`src/rtl/fab_int_sb_core_uart_apb_pkg.sv`:
```
// Shared definitions for the APB UART core: register map, status bit positions,
// serial FSM states and the parity helper used by both TX and RX.
package fab_int_sb_core_uart_apb_pkg;

  localparam logic [2:0] OFF_TXDATA = 3'd0;
  localparam logic [2:0] OFF_RXDATA = 3'd1;
  localparam logic [2:0] OFF_CTRL1  = 3'd2;
  localparam logic [2:0] OFF_CTRL2  = 3'd3;
  localparam logic [2:0] OFF_STATUS = 3'd4;
  localparam logic [2:0] OFF_CTRL3  = 3'd5;

  localparam int ST_TXRDY       = 0;
  localparam int ST_RXRDY       = 1;
  localparam int ST_PARITY_ERR  = 2;
  localparam int ST_OVERFLOW    = 3;
  localparam int ST_FRAMING_ERR = 4;

  typedef enum logic [2:0] {
    S_IDLE,
    S_START,
    S_DATA,
    S_PARITY,
    S_STOP
  } uart_state_e;

  // Parity bit to transmit (or expect): even parity unless odd is set; bit 7 ignored in 7-bit mode.
  function automatic logic calc_parity(input logic [7:0] data, input logic bit8, input logic odd);
    return (^{data[7] & bit8, data[6:0]}) ^ odd;
  endfunction

endpackage

```
`src/rtl/fab_int_sb_core_uart_apb_baud.sv`:
```
// 16x oversampling tick generator: down-counter reloaded with the divisor,
// optionally stretched by one clock in `frac` out of every 8 tick periods.
module uart_baud_gen (
  input  logic        clk_i,
  input  logic        rst_i,
  input  logic [12:0] baud_val_i,
  input  logic        frac_en_i,
  input  logic [2:0]  frac_i,
  output logic        tick_o
);

  logic [13:0] cnt_q, cnt_d;
  logic [2:0]  phase_q, phase_d;

  always_comb begin
    cnt_d   = cnt_q - 14'd1;
    phase_d = phase_q;
    tick_o  = 1'b0;
    if (cnt_q == 14'd0) begin
      tick_o  = 1'b1;
      phase_d = phase_q + 3'd1;
      cnt_d   = {1'b0, baud_val_i} + ((frac_en_i && (phase_q < frac_i)) ? 14'd1 : 14'd0);
    end
  end

  always_ff @(posedge clk_i or posedge rst_i) begin
    if (rst_i) begin
      cnt_q   <= '0;
      phase_q <= '0;
    end else begin
      cnt_q   <= cnt_d;
      phase_q <= phase_d;
    end
  end

endmodule

```
`src/rtl/fab_int_sb_core_uart_apb.sv`:
```
// APB-attached UART with single-entry TX/RX holding registers; TX and RX
// serial FSMs live here, the baud tick comes from uart_baud_gen.
module fab_int_sb_core_uart_apb
  import fab_int_sb_core_uart_apb_pkg::*;
#(
  parameter int FAMILY            = 19,
  parameter int TX_FIFO           = 0,
  parameter int RX_FIFO           = 0,
  parameter int FIXEDMODE         = 0,
  parameter int BAUD_VALUE        = 1,
  parameter int PRG_BIT8          = 1,
  parameter int PRG_PARITY        = 0,
  parameter int RX_LEGACY_MODE    = 0,
  parameter int BAUD_VAL_FRCTN    = 0,
  parameter int BAUD_VAL_FRCTN_EN = 0
) (
  input  logic       PCLK,
  input  logic       PRESETN,
  input  logic       PSEL,
  input  logic       PENABLE,
  input  logic       PWRITE,
  input  logic [4:0] PADDR,
  input  logic [7:0] PWDATA,
  output logic [7:0] PRDATA,
  output logic       PREADY,
  output logic       PSLVERR,
  input  logic       RX,
  output logic       TX,
  output logic       TXRDY,
  output logic       RXRDY,
  output logic       PARITY_ERR,
  output logic       FRAMING_ERR,
  output logic       OVERFLOW
);

  logic [7:0]  ctrl1_q, ctrl2_q;
  logic [2:0]  ctrl3_q;
  logic [12:0] baud_val;
  logic [2:0]  frac, last_bit;
  logic        bit8, par_en, par_odd, frac_en, tick;
  logic [2:0]  addr;
  logic        wr_en, rd_clr;
  logic [7:0]  status;
  logic        unused_ok;

  assign addr      = PADDR[4:2];
  assign wr_en     = PSEL & PENABLE & PWRITE;
  assign rd_clr    = PSEL & PENABLE & ~PWRITE & (addr == OFF_RXDATA);
  assign PREADY    = 1'b1;
  assign PSLVERR   = 1'b0;
  assign unused_ok = ^{PADDR[1:0], ((FAMILY + TX_FIFO + RX_FIFO) != 0)};

  always_comb begin
    baud_val = (FIXEDMODE != 0) ? 13'(BAUD_VALUE) : {ctrl2_q[7:3], ctrl1_q};
    bit8     = (FIXEDMODE != 0) ? (PRG_BIT8 != 0) : ctrl2_q[0];
    par_en   = (FIXEDMODE != 0) ? (PRG_PARITY != 0) : ctrl2_q[1];
    par_odd  = (FIXEDMODE != 0) ? (PRG_PARITY == 2) : ctrl2_q[2];
    frac     = (FIXEDMODE != 0) ? 3'(BAUD_VAL_FRCTN) : ctrl3_q;
    frac_en  = (BAUD_VAL_FRCTN_EN != 0);
    last_bit = bit8 ? 3'd7 : 3'd6;
  end

  always_ff @(posedge PCLK or posedge PRESETN) begin
    if (PRESETN) begin
      ctrl1_q <= '0;
      ctrl2_q <= '0;
      ctrl3_q <= '0;
    end else if (wr_en) begin
      if (addr == OFF_CTRL1) ctrl1_q <= PWDATA;
      if (addr == OFF_CTRL2) ctrl2_q <= PWDATA;
      if (addr == OFF_CTRL3) ctrl3_q <= PWDATA[2:0];
    end
  end

  uart_baud_gen u_baud (
    .clk_i      (PCLK),
    .rst_i      (PRESETN),
    .baud_val_i (baud_val),
    .frac_en_i  (frac_en),
    .frac_i     (frac),
    .tick_o     (tick)
  );

  // ---------------- transmitter ----------------
  uart_state_e tx_state_q, tx_state_d;
  logic [3:0]  tx_tcnt_q, tx_tcnt_d;
  logic [2:0]  tx_bcnt_q, tx_bcnt_d;
  logic [7:0]  tx_shift_q, tx_shift_d, tx_buf_q, tx_buf_d;
  logic        tx_par_q, tx_par_d, txrdy_q, txrdy_d;

  always_comb begin
    tx_state_d = tx_state_q;
    tx_tcnt_d  = tx_tcnt_q;
    tx_bcnt_d  = tx_bcnt_q;
    tx_shift_d = tx_shift_q;
    tx_buf_d   = tx_buf_q;
    tx_par_d   = tx_par_q;
    txrdy_d    = txrdy_q;
    if (wr_en && (addr == OFF_TXDATA) && txrdy_q) begin
      tx_buf_d = PWDATA;
      txrdy_d  = 1'b0;
    end
    case (tx_state_q)
      S_IDLE: begin
        if (!txrdy_q) begin
          tx_shift_d = tx_buf_q;
          tx_par_d   = calc_parity(tx_buf_q, bit8, par_odd);
          tx_tcnt_d  = '0;
          tx_bcnt_d  = '0;
          txrdy_d    = 1'b1;
          tx_state_d = S_START;
        end
      end
      default: begin
        if (tick) begin
          tx_tcnt_d = tx_tcnt_q + 4'd1;
          if (tx_tcnt_q == 4'd15) begin
            case (tx_state_q)
              S_START:  tx_state_d = S_DATA;
              S_DATA: begin
                tx_shift_d = {1'b0, tx_shift_q[7:1]};
                tx_bcnt_d  = tx_bcnt_q + 3'd1;
                if (tx_bcnt_q == last_bit) tx_state_d = par_en ? S_PARITY : S_STOP;
              end
              S_PARITY: tx_state_d = S_STOP;
              default:  tx_state_d = S_IDLE;
            endcase
          end
        end
      end
    endcase
  end

  always_comb begin
    case (tx_state_q)
      S_START:  TX = 1'b0;
      S_DATA:   TX = tx_shift_q[0];
      S_PARITY: TX = tx_par_q;
      default:  TX = 1'b1;
    endcase
  end

  // ---------------- receiver ----------------
  uart_state_e rx_state_q, rx_state_d;
  logic [3:0]  rx_tcnt_q, rx_tcnt_d;
  logic [2:0]  rx_bcnt_q, rx_bcnt_d;
  logic [7:0]  rx_shift_q, rx_shift_d, rxdata_q, rxdata_d, rx_byte;
  logic        rx_meta_q, rx_sync_q, rx_prev_q, rx_fall;
  logic        rx_par_q, rx_par_d, rx_stop_q, rx_stop_d, rx_wait_q, rx_wait_d;
  logic        rx_done, rx_stop_bit;
  logic        rxrdy_q, rxrdy_d, perr_q, perr_d, ferr_q, ferr_d, ovf_q, ovf_d;

  assign rx_fall     = rx_prev_q & ~rx_sync_q;
  assign rx_byte     = bit8 ? rx_shift_q : {1'b0, rx_shift_q[7:1]};
  assign rx_stop_bit = rx_wait_q ? rx_stop_q : rx_sync_q;

  // Outside legacy mode the frame completes one bit-time after mid-stop, or
  // early if the next start edge shows up during that wait.
  always_comb begin
    rx_state_d = rx_state_q;
    rx_tcnt_d  = rx_tcnt_q;
    rx_bcnt_d  = rx_bcnt_q;
    rx_shift_d = rx_shift_q;
    rx_par_d   = rx_par_q;
    rx_stop_d  = rx_stop_q;
    rx_wait_d  = rx_wait_q;
    rx_done    = 1'b0;
    case (rx_state_q)
      S_IDLE: begin
        if (rx_fall) begin
          rx_tcnt_d  = '0;
          rx_state_d = S_START;
        end
      end
      S_START: begin
        if (tick) begin
          rx_tcnt_d = rx_tcnt_q + 4'd1;
          if (rx_tcnt_q == 4'd7) begin
            rx_tcnt_d  = '0;
            rx_bcnt_d  = '0;
            rx_wait_d  = 1'b0;
            rx_state_d = rx_sync_q ? S_IDLE : S_DATA;
          end
        end
      end
      S_DATA: begin
        if (tick) begin
          rx_tcnt_d = rx_tcnt_q + 4'd1;
          if (rx_tcnt_q == 4'd15) begin
            rx_shift_d = {rx_sync_q, rx_shift_q[7:1]};
            rx_bcnt_d  = rx_bcnt_q + 3'd1;
            if (rx_bcnt_q == last_bit) rx_state_d = par_en ? S_PARITY : S_STOP;
          end
        end
      end
      S_PARITY: begin
        if (tick) begin
          rx_tcnt_d = rx_tcnt_q + 4'd1;
          if (rx_tcnt_q == 4'd15) begin
            rx_par_d   = rx_sync_q;
            rx_state_d = S_STOP;
          end
        end
      end
      default: begin
        if (rx_wait_q && rx_fall) begin
          rx_done    = 1'b1;
          rx_wait_d  = 1'b0;
          rx_tcnt_d  = '0;
          rx_state_d = S_START;
        end else if (tick) begin
          rx_tcnt_d = rx_tcnt_q + 4'd1;
          if (rx_tcnt_q == 4'd15) begin
            if (!rx_wait_q) rx_stop_d = rx_sync_q;
            if (rx_wait_q || (RX_LEGACY_MODE != 0)) begin
              rx_done    = 1'b1;
              rx_wait_d  = 1'b0;
              rx_state_d = S_IDLE;
            end else begin
              rx_wait_d = 1'b1;
            end
          end
        end
      end
    endcase
  end

  always_comb begin
    rxdata_d = rxdata_q;
    rxrdy_d  = rxrdy_q;
    perr_d   = perr_q;
    ferr_d   = ferr_q;
    ovf_d    = ovf_q;
    if (rd_clr) begin
      rxrdy_d = 1'b0;
      perr_d  = 1'b0;
      ferr_d  = 1'b0;
      ovf_d   = 1'b0;
    end
    if (rx_done) begin
      if (rxrdy_q && !rd_clr) begin
        ovf_d = 1'b1;
      end else begin
        rxdata_d = rx_byte;
        rxrdy_d  = 1'b1;
        perr_d   = par_en && (rx_par_q != calc_parity(rx_byte, bit8, par_odd));
        ferr_d   = ~rx_stop_bit;
      end
    end
  end

  always_ff @(posedge PCLK or posedge PRESETN) begin
    if (PRESETN) begin
      tx_state_q <= S_IDLE;
      tx_tcnt_q  <= '0;
      tx_bcnt_q  <= '0;
      tx_shift_q <= '0;
      tx_buf_q   <= '0;
      tx_par_q   <= 1'b0;
      txrdy_q    <= 1'b1;
      rx_meta_q  <= 1'b1;
      rx_sync_q  <= 1'b1;
      rx_prev_q  <= 1'b1;
      rx_state_q <= S_IDLE;
      rx_tcnt_q  <= '0;
      rx_bcnt_q  <= '0;
      rx_shift_q <= '0;
      rx_par_q   <= 1'b0;
      rx_stop_q  <= 1'b1;
      rx_wait_q  <= 1'b0;
      rxdata_q   <= '0;
      rxrdy_q    <= 1'b0;
      perr_q     <= 1'b0;
      ferr_q     <= 1'b0;
      ovf_q      <= 1'b0;
    end else begin
      tx_state_q <= tx_state_d;
      tx_tcnt_q  <= tx_tcnt_d;
      tx_bcnt_q  <= tx_bcnt_d;
      tx_shift_q <= tx_shift_d;
      tx_buf_q   <= tx_buf_d;
      tx_par_q   <= tx_par_d;
      txrdy_q    <= txrdy_d;
      rx_meta_q  <= RX;
      rx_sync_q  <= rx_meta_q;
      rx_prev_q  <= rx_sync_q;
      rx_state_q <= rx_state_d;
      rx_tcnt_q  <= rx_tcnt_d;
      rx_bcnt_q  <= rx_bcnt_d;
      rx_shift_q <= rx_shift_d;
      rx_par_q   <= rx_par_d;
      rx_stop_q  <= rx_stop_d;
      rx_wait_q  <= rx_wait_d;
      rxdata_q   <= rxdata_d;
      rxrdy_q    <= rxrdy_d;
      perr_q     <= perr_d;
      ferr_q     <= ferr_d;
      ovf_q      <= ovf_d;
    end
  end

  always_comb begin
    status                 = '0;
    status[ST_TXRDY]       = txrdy_q;
    status[ST_RXRDY]       = rxrdy_q;
    status[ST_PARITY_ERR]  = perr_q;
    status[ST_OVERFLOW]    = ovf_q;
    status[ST_FRAMING_ERR] = ferr_q;
  end

  always_comb begin
    PRDATA = 8'h00;
    if (PSEL && !PWRITE) begin
      case (addr)
        OFF_RXDATA: PRDATA = {rxdata_q[7] & bit8, rxdata_q[6:0]};
        OFF_CTRL1:  PRDATA = ctrl1_q;
        OFF_CTRL2:  PRDATA = ctrl2_q;
        OFF_STATUS: PRDATA = status;
        OFF_CTRL3:  PRDATA = {5'b0, ctrl3_q};
        default:    PRDATA = 8'h00;
      endcase
    end
  end

  assign TXRDY       = txrdy_q;
  assign RXRDY       = rxrdy_q;
  assign PARITY_ERR  = perr_q;
  assign FRAMING_ERR = ferr_q;
  assign OVERFLOW    = ovf_q;

endmodule

```
`config.mk`:
```
export PLATFORM = sky130hd
export DESIGN_NAME = fab_int_sb_core_uart_apb
export DESIGN_NICKNAME = d
export VERILOG_FILES = /design/src/rtl/fab_int_sb_core_uart_apb_pkg.sv /design/src/rtl/fab_int_sb_core_uart_apb_baud.sv /design/src/rtl/fab_int_sb_core_uart_apb.sv
export SDC_FILE = /design/constraint.sdc
export NUM_CORES = 1
export LEC_CHECK = 0
export BUFFER_PORTS_ARGS = -buffer_cell sky130_fd_sc_hd__buf_2
export CORE_MARGIN = 2
export CORE_UTILIZATION = 40
export CTS_CLUSTER_DIAMETER = 150
export CTS_CLUSTER_SIZE = 30
export DETAILED_ROUTE_END_ITERATION = 10
export PLACE_DENSITY = 0.62
export RECOVER_POWER = 25
export REMOVE_ABC_BUFFERS = 1
export SETUP_SLACK_MARGIN = 0.5
export SYNTH_ARGS = -nofsm -noshare
export SYNTH_HDL_FRONTEND = slang
export SYNTH_SLANG_ARGS = --single-unit
```
`constraint.sdc`:
```
create_clock -name PCLK -period 8.7 [get_ports PCLK]
set_input_delay 0.87 -clock PCLK [delete_from_list [all_inputs] [get_ports PCLK]]
set_output_delay 0.87 -clock PCLK [all_outputs]
set_load 0.005 [all_outputs]
```
# After elaboration in Yosys (flattened, before gate mapping)
# Index checks and enable logic that the tools add are counted.
[word_totals] out_inout_bits=16 in_bits=19 word_cells=197 register_bits=97
[op_classes] bitwise_logic=18 add_sub_neg=5 n_eq_ne=27 reduce_logical=41 muxes=80
[op_table] op="$mux W3" count=27
[op_table] op="$mux W8" count=7
[op_table] op="$pmux W8 S5" count=1
[op_table] op="$mux W4" count=8
[op_table] op="$mux W1" count=29
[op_table] op="$eq A3 B2 Y1 const B" count=6
[op_table] op="$ne A2 B2 Y1 const B" count=9
[op_table] op="$reduce_xor A8 Y1" count=2
[op_table] op="$logic_not A14 Y1" count=1
[op_table] op="$mux W14" count=1
[op_table] op="$reduce_and A2 Y1" count=7
[op_table] op="$sub A14 B1 Y14 const B" count=1
[op_table] op="$pmux W3 S4" count=1
[op_table] op="$pmux W4 S3" count=1
[op_table] op="$reduce_and A4 Y1" count=3
[op_table] op="$reduce_and A11 Y1" count=1
[op_table] op="$reduce_and A5 Y1" count=2
[op_table] op="$reduce_bool A2 Y1" count=5
[op_table] op="$eq A3 B1 Y1 const B" count=3
[op_table] op="$logic_not A3 Y1" count=3
[op_table] op="$pmux W3 S3" count=1
[op_table] op="$add A4 B1 Y4 const B" count=2
[op_table] op="$and A1 B1 Y1" count=8
[op_table] op="$eq A4 B4 Y1 const B" count=2
[op_table] op="21 further kinds" count=40

# Logic depth before layout (Yosys ltp)
[depth] ltp_word=8 mapped_depth=8 depth_no_buf=6

# By module
# Synthesis repeated with hierarchy kept, for this count alone.
[hier_totals] cells_unflattened=540 hier_area_um2=5582.9
[by_module_without_submodules] mod="fab_int_sb_core_uart_apb" area_each_um2=4370.4 instances=1 cells_each=412
[by_module_without_submodules] mod="uart_baud_gen" area_each_um2=1212.4 instances=1 cells_each=128

# Worst setup path before layout
# No wires, ideal clock.
[synth_timing] path_kind="input -> output" from="in PADDR[4]" to="out PRDATA[5]" path_stages=5 setup_slack_ns=5.752 arrival_time_ns=2.078 cell_sequence="buf_2 > nor2b_1 > o21ai_0 > or2_2 > nor2_1"
[synth_between] elab_chain_len=3 elab_cells_between_ends=7 classes_between="5 x eq/ne; 2 x mux"
[synth_lines] element="from (decl)" line_no="fab_int_sb_core_uart_apb.sv:22" text="input logic [4:0] PADDR,"
[synth_lines] element="$eq A3 B3 Y1 (tied with other cells)" line_no="fab_int_sb_core_uart_apb.sv:314" text="case (addr)"
[synth_lines] element="$pmux W8 S5 (*)" line_no="fab_int_sb_core_uart_apb.sv:314"
[synth_lines] element="$mux W8 (*)" line_no="fab_int_sb_core_uart_apb.sv:313" text="if (PSEL && !PWRITE) begin"
[synth_lines] element="to (decl)" line_no="fab_int_sb_core_uart_apb.sv:24" text="output logic [7:0] PRDATA,"
# Every way passes the cells marked *; elsewhere a longest branch is shown, timed or not.

==> out/metrics.yaml <==
grt:
  antenna_found_initial: 0
  grt_max_degree: 80
  overflow: 0
  grt_pass1_vias: 3794
  grt_pass1_wl_um: 19500
  grtUsageTotal_pct: 17.4
job:
  cap_violations: 1
floorplanning:
  initial_core_util_pct: 41.5
  rows: 41
  die_area_mm2: 0.0141
  io_pins: 35
  chipHeight_um: 119
  core_area_mm2: 0.0127
  die_x_um: 119
cts:
  cts_tree: "done"
  ctsHtreeMaxLevel: 3
  cts.sinks: 97
  cts_buffer_depth: 2
  clk_pin_slew_ns: 0.06
  cts_hold_buf: 0
  post_cts_resize_count: 0
  insertion_delay_ns: 0.35
  post_cts_buffers: 0
  clockRootBuffer: "clkbuf_16"
  cts_buffers: 9
route:
  wire_per_inst_um: 17.1
  vias: 3869
  vias_per_cell: 5.64
  drc: 0
  ant_nets: 0
  wl_um: 11700
  first_pass_iters: 4
  drtIter0Drc: 227
timing:
  setup_viol: 0
  fmax_mhz: 197
  finalHoldViolCount: 0
  finalCritPeriodShare_pct: 58.2
  relSlewSlack_pct: -180
  period_needed_ns: 5.06
  drv_slew: 80
  finClkSkew_ns: 0.00797
  tightest_slew_ns: 4.20
  setup_tns_ns: 0
  rsz0062_at_grt: "no"
critical_path:
  worst_ep_required_time_ns: 8.18
  endpoint_kind: "asynchronous set/reset pin"
  cp-start-kind: "input port"
  worstSetupPathType: "in -> async"
  worst_ep_arrival_time_ns: 4.54
  cp_max_fo: 79
finish:
  fillers: 1246
  area_delta_synth_final_pct: 9.21
  antenna_cells: 0
  fin_util_pct: 45.3
  drive_above_1_share_pct: 22.4
  fin_nets: 534
logic_synthesis:
  synth_cell_types: 73
  yosys.area_share.simple_pct: 14.3
  synth-adder-area-share_pct: 1.42
  synth_compound_area_share_pct: 14.5
  yosysSeqAreaShare_pct: 46.1
  yosys_warnings: 0
  synth-edff-count: 0
  synth_top_family_by_area: "multiplexers"
  synthXorXnorAreaFrac_pct: 4.48
  avgSynthCellArea_um2: 10.6
  synthCells: 499
  synthArstFlopShare_pct: 100
  muxShareOfSynthArea_pct: 14.8
  ys_ff_latch: 97
  syn_area_mm2: 0.00527
  synthFlopType: "dfrtp_1"
placement:
  io_buffers: 30
  place_hpwl_um: 8400
  place_congestion: 0.884
power_and_ir_drop:
  power.density_mw_per_mm2: 228
  p_leak_nw: 2.53
  ir_drop_mv: 0.136
status:
  run_status: "complete, but fails checks"
  violations: "capacitance limit, slew limit"
hold_path:
  worstHoldPathType: "reg -> reg"
## flip-flops by register name, summed over array words and instances, names as in the netlist, 3 cells and up
register	cells
rxdata_q	8
ctrl1_q	8
ctrl3_q	3
ctrl2_q	8
rx_tcnt_q	4
rx_shift_q	8
tx_bcnt_q	3
u_baud.cnt_q	14
tx_shift_q	8
rx_bcnt_q	3
tx_tcnt_q	4
tx_state_q	3
rx_state_q	3
tx_buf_q	8
## logic make-up after synthesis
family	after synthesis
multiplexers	69
XOR/XNOR	27
AO/OA/AOI/OAI	118
adder cells (fa/ha/maj)	6
other	2
AND/OR/NAND/NOR	134
buffers and inverters	46
flip-flops	97
## cell type report
class                      count  area (um2)  area share [%]
multi-input combinational    356        2600            45.1
sequential                    97        2430            42.3
clock buffer                  10         239            4.15
tap                          172         215            3.74
timing repair buffer          32         155            2.69
clock inverter                 6        66.3            1.15
inverter                      13        50.0           0.869
## synth_stat cells, types with 5 or more instances
library cell | number | area (um2)
buf_2 | 8 | 40.0
nor4_1 | 7 | 43.8
nand2_1 | 34 | 128
mux2i_1 | 18 | 180
a21oi_1 | 15 | 75.1
xor2_1 | 6 | 52.6
o31ai_1 | 6 | 45.0
o21a_1 | 5 | 37.5
mux2_2 | 43 | 484
nand3_1 | 14 | 70.1
o21ai_1 | 8 | 40.0
and3_1 | 6 | 37.5
ha_1 | 6 | 75.1
nor2_1 | 30 | 113
a22oi_1 | 6 | 45.0
clkbuf_1 | 15 | 56.3
dfstp_2 | 5 | 131
dfrtp_1 | 92 | 2300
o21ai_0 | 40 | 200
mux2_4 | 7 | 105
inv_1 | 13 | 48.8
xnor2_1 | 21 | 184
nor2b_1 | 7 | 43.8
## routing by layer
layer	wire [um]	track usage [%]
met5	0	0
met4	295	7.37
met3	470	2.68
met2	5520	28.0
met1	5450	23.5
## worst max-delay path, stage by stage
cell        delay (ns)
buf_2             0.10
clkinvlp_2        0.49
clkbuf_1          2.97
## cells in the final DEF (no fill, tap or decap), drive strengths merged, types with 7 or more instances in the layout
master  instances
xnor2          21
mux2           51
o21ai          48
mux2i          18
nor2           31
nor4            9
buf            28
clkbuf         14
a21oi          16
nand3          14
nor2b           7
inv            13
dfrtp          92
nand2          35
## final timing paths
kind / from / end / slack, ns / depth (start not counted)
min: rx_meta_q$_DFF_PP1_ / rx_sync_q$_DFF_PP1_ / 0.36 / 0
min in group asynchronous: PRESETN / tx_shift_q[2]$_DFFE_PP0P_ / 0.62 / 2
min reg2reg: rx_meta_q$_DFF_PP1_ / rx_sync_q$_DFF_PP1_ / 0.36 / 0
max reg2reg: u_baud.cnt_q[3]$_DFF_PP0_ / rxdata_q[1]$_DFFE_PP0P_ / 5.82 / 5
max: PRESETN / rx_tcnt_q[3]$_DFFE_PP0P_ / 3.64 / 3
max in group PCLK: PADDR[3] / PRDATA[5] / 5.27 / 6
## metrics by stage
stage               hold WS, ns  worst slack, ns  power [mW]  area [um2]  std cells
floorplan                 0.345             5.30       0.829        5100        466
global placement          0.347             5.30       0.905        5480        670
detailed placement        0.347             5.28       0.919        5480        670
CTS                       0.359             5.26        1.33        5790        686
global route              0.375             2.58        1.39        5760        686
finish                    0.361             3.64        1.31        5760        686
## power by group
part | leakage (nW) | switching, mW | total, mW | internal (mW)
registers | 1.25 | 0.101 | 0.624 | 0.523
logic | 1.13 | 0.148 | 0.282 | 0.134
clock network | 0.153 | 0.176 | 0.408 | 0.232
No activity file was read; power rests on OpenSTA's default activity.
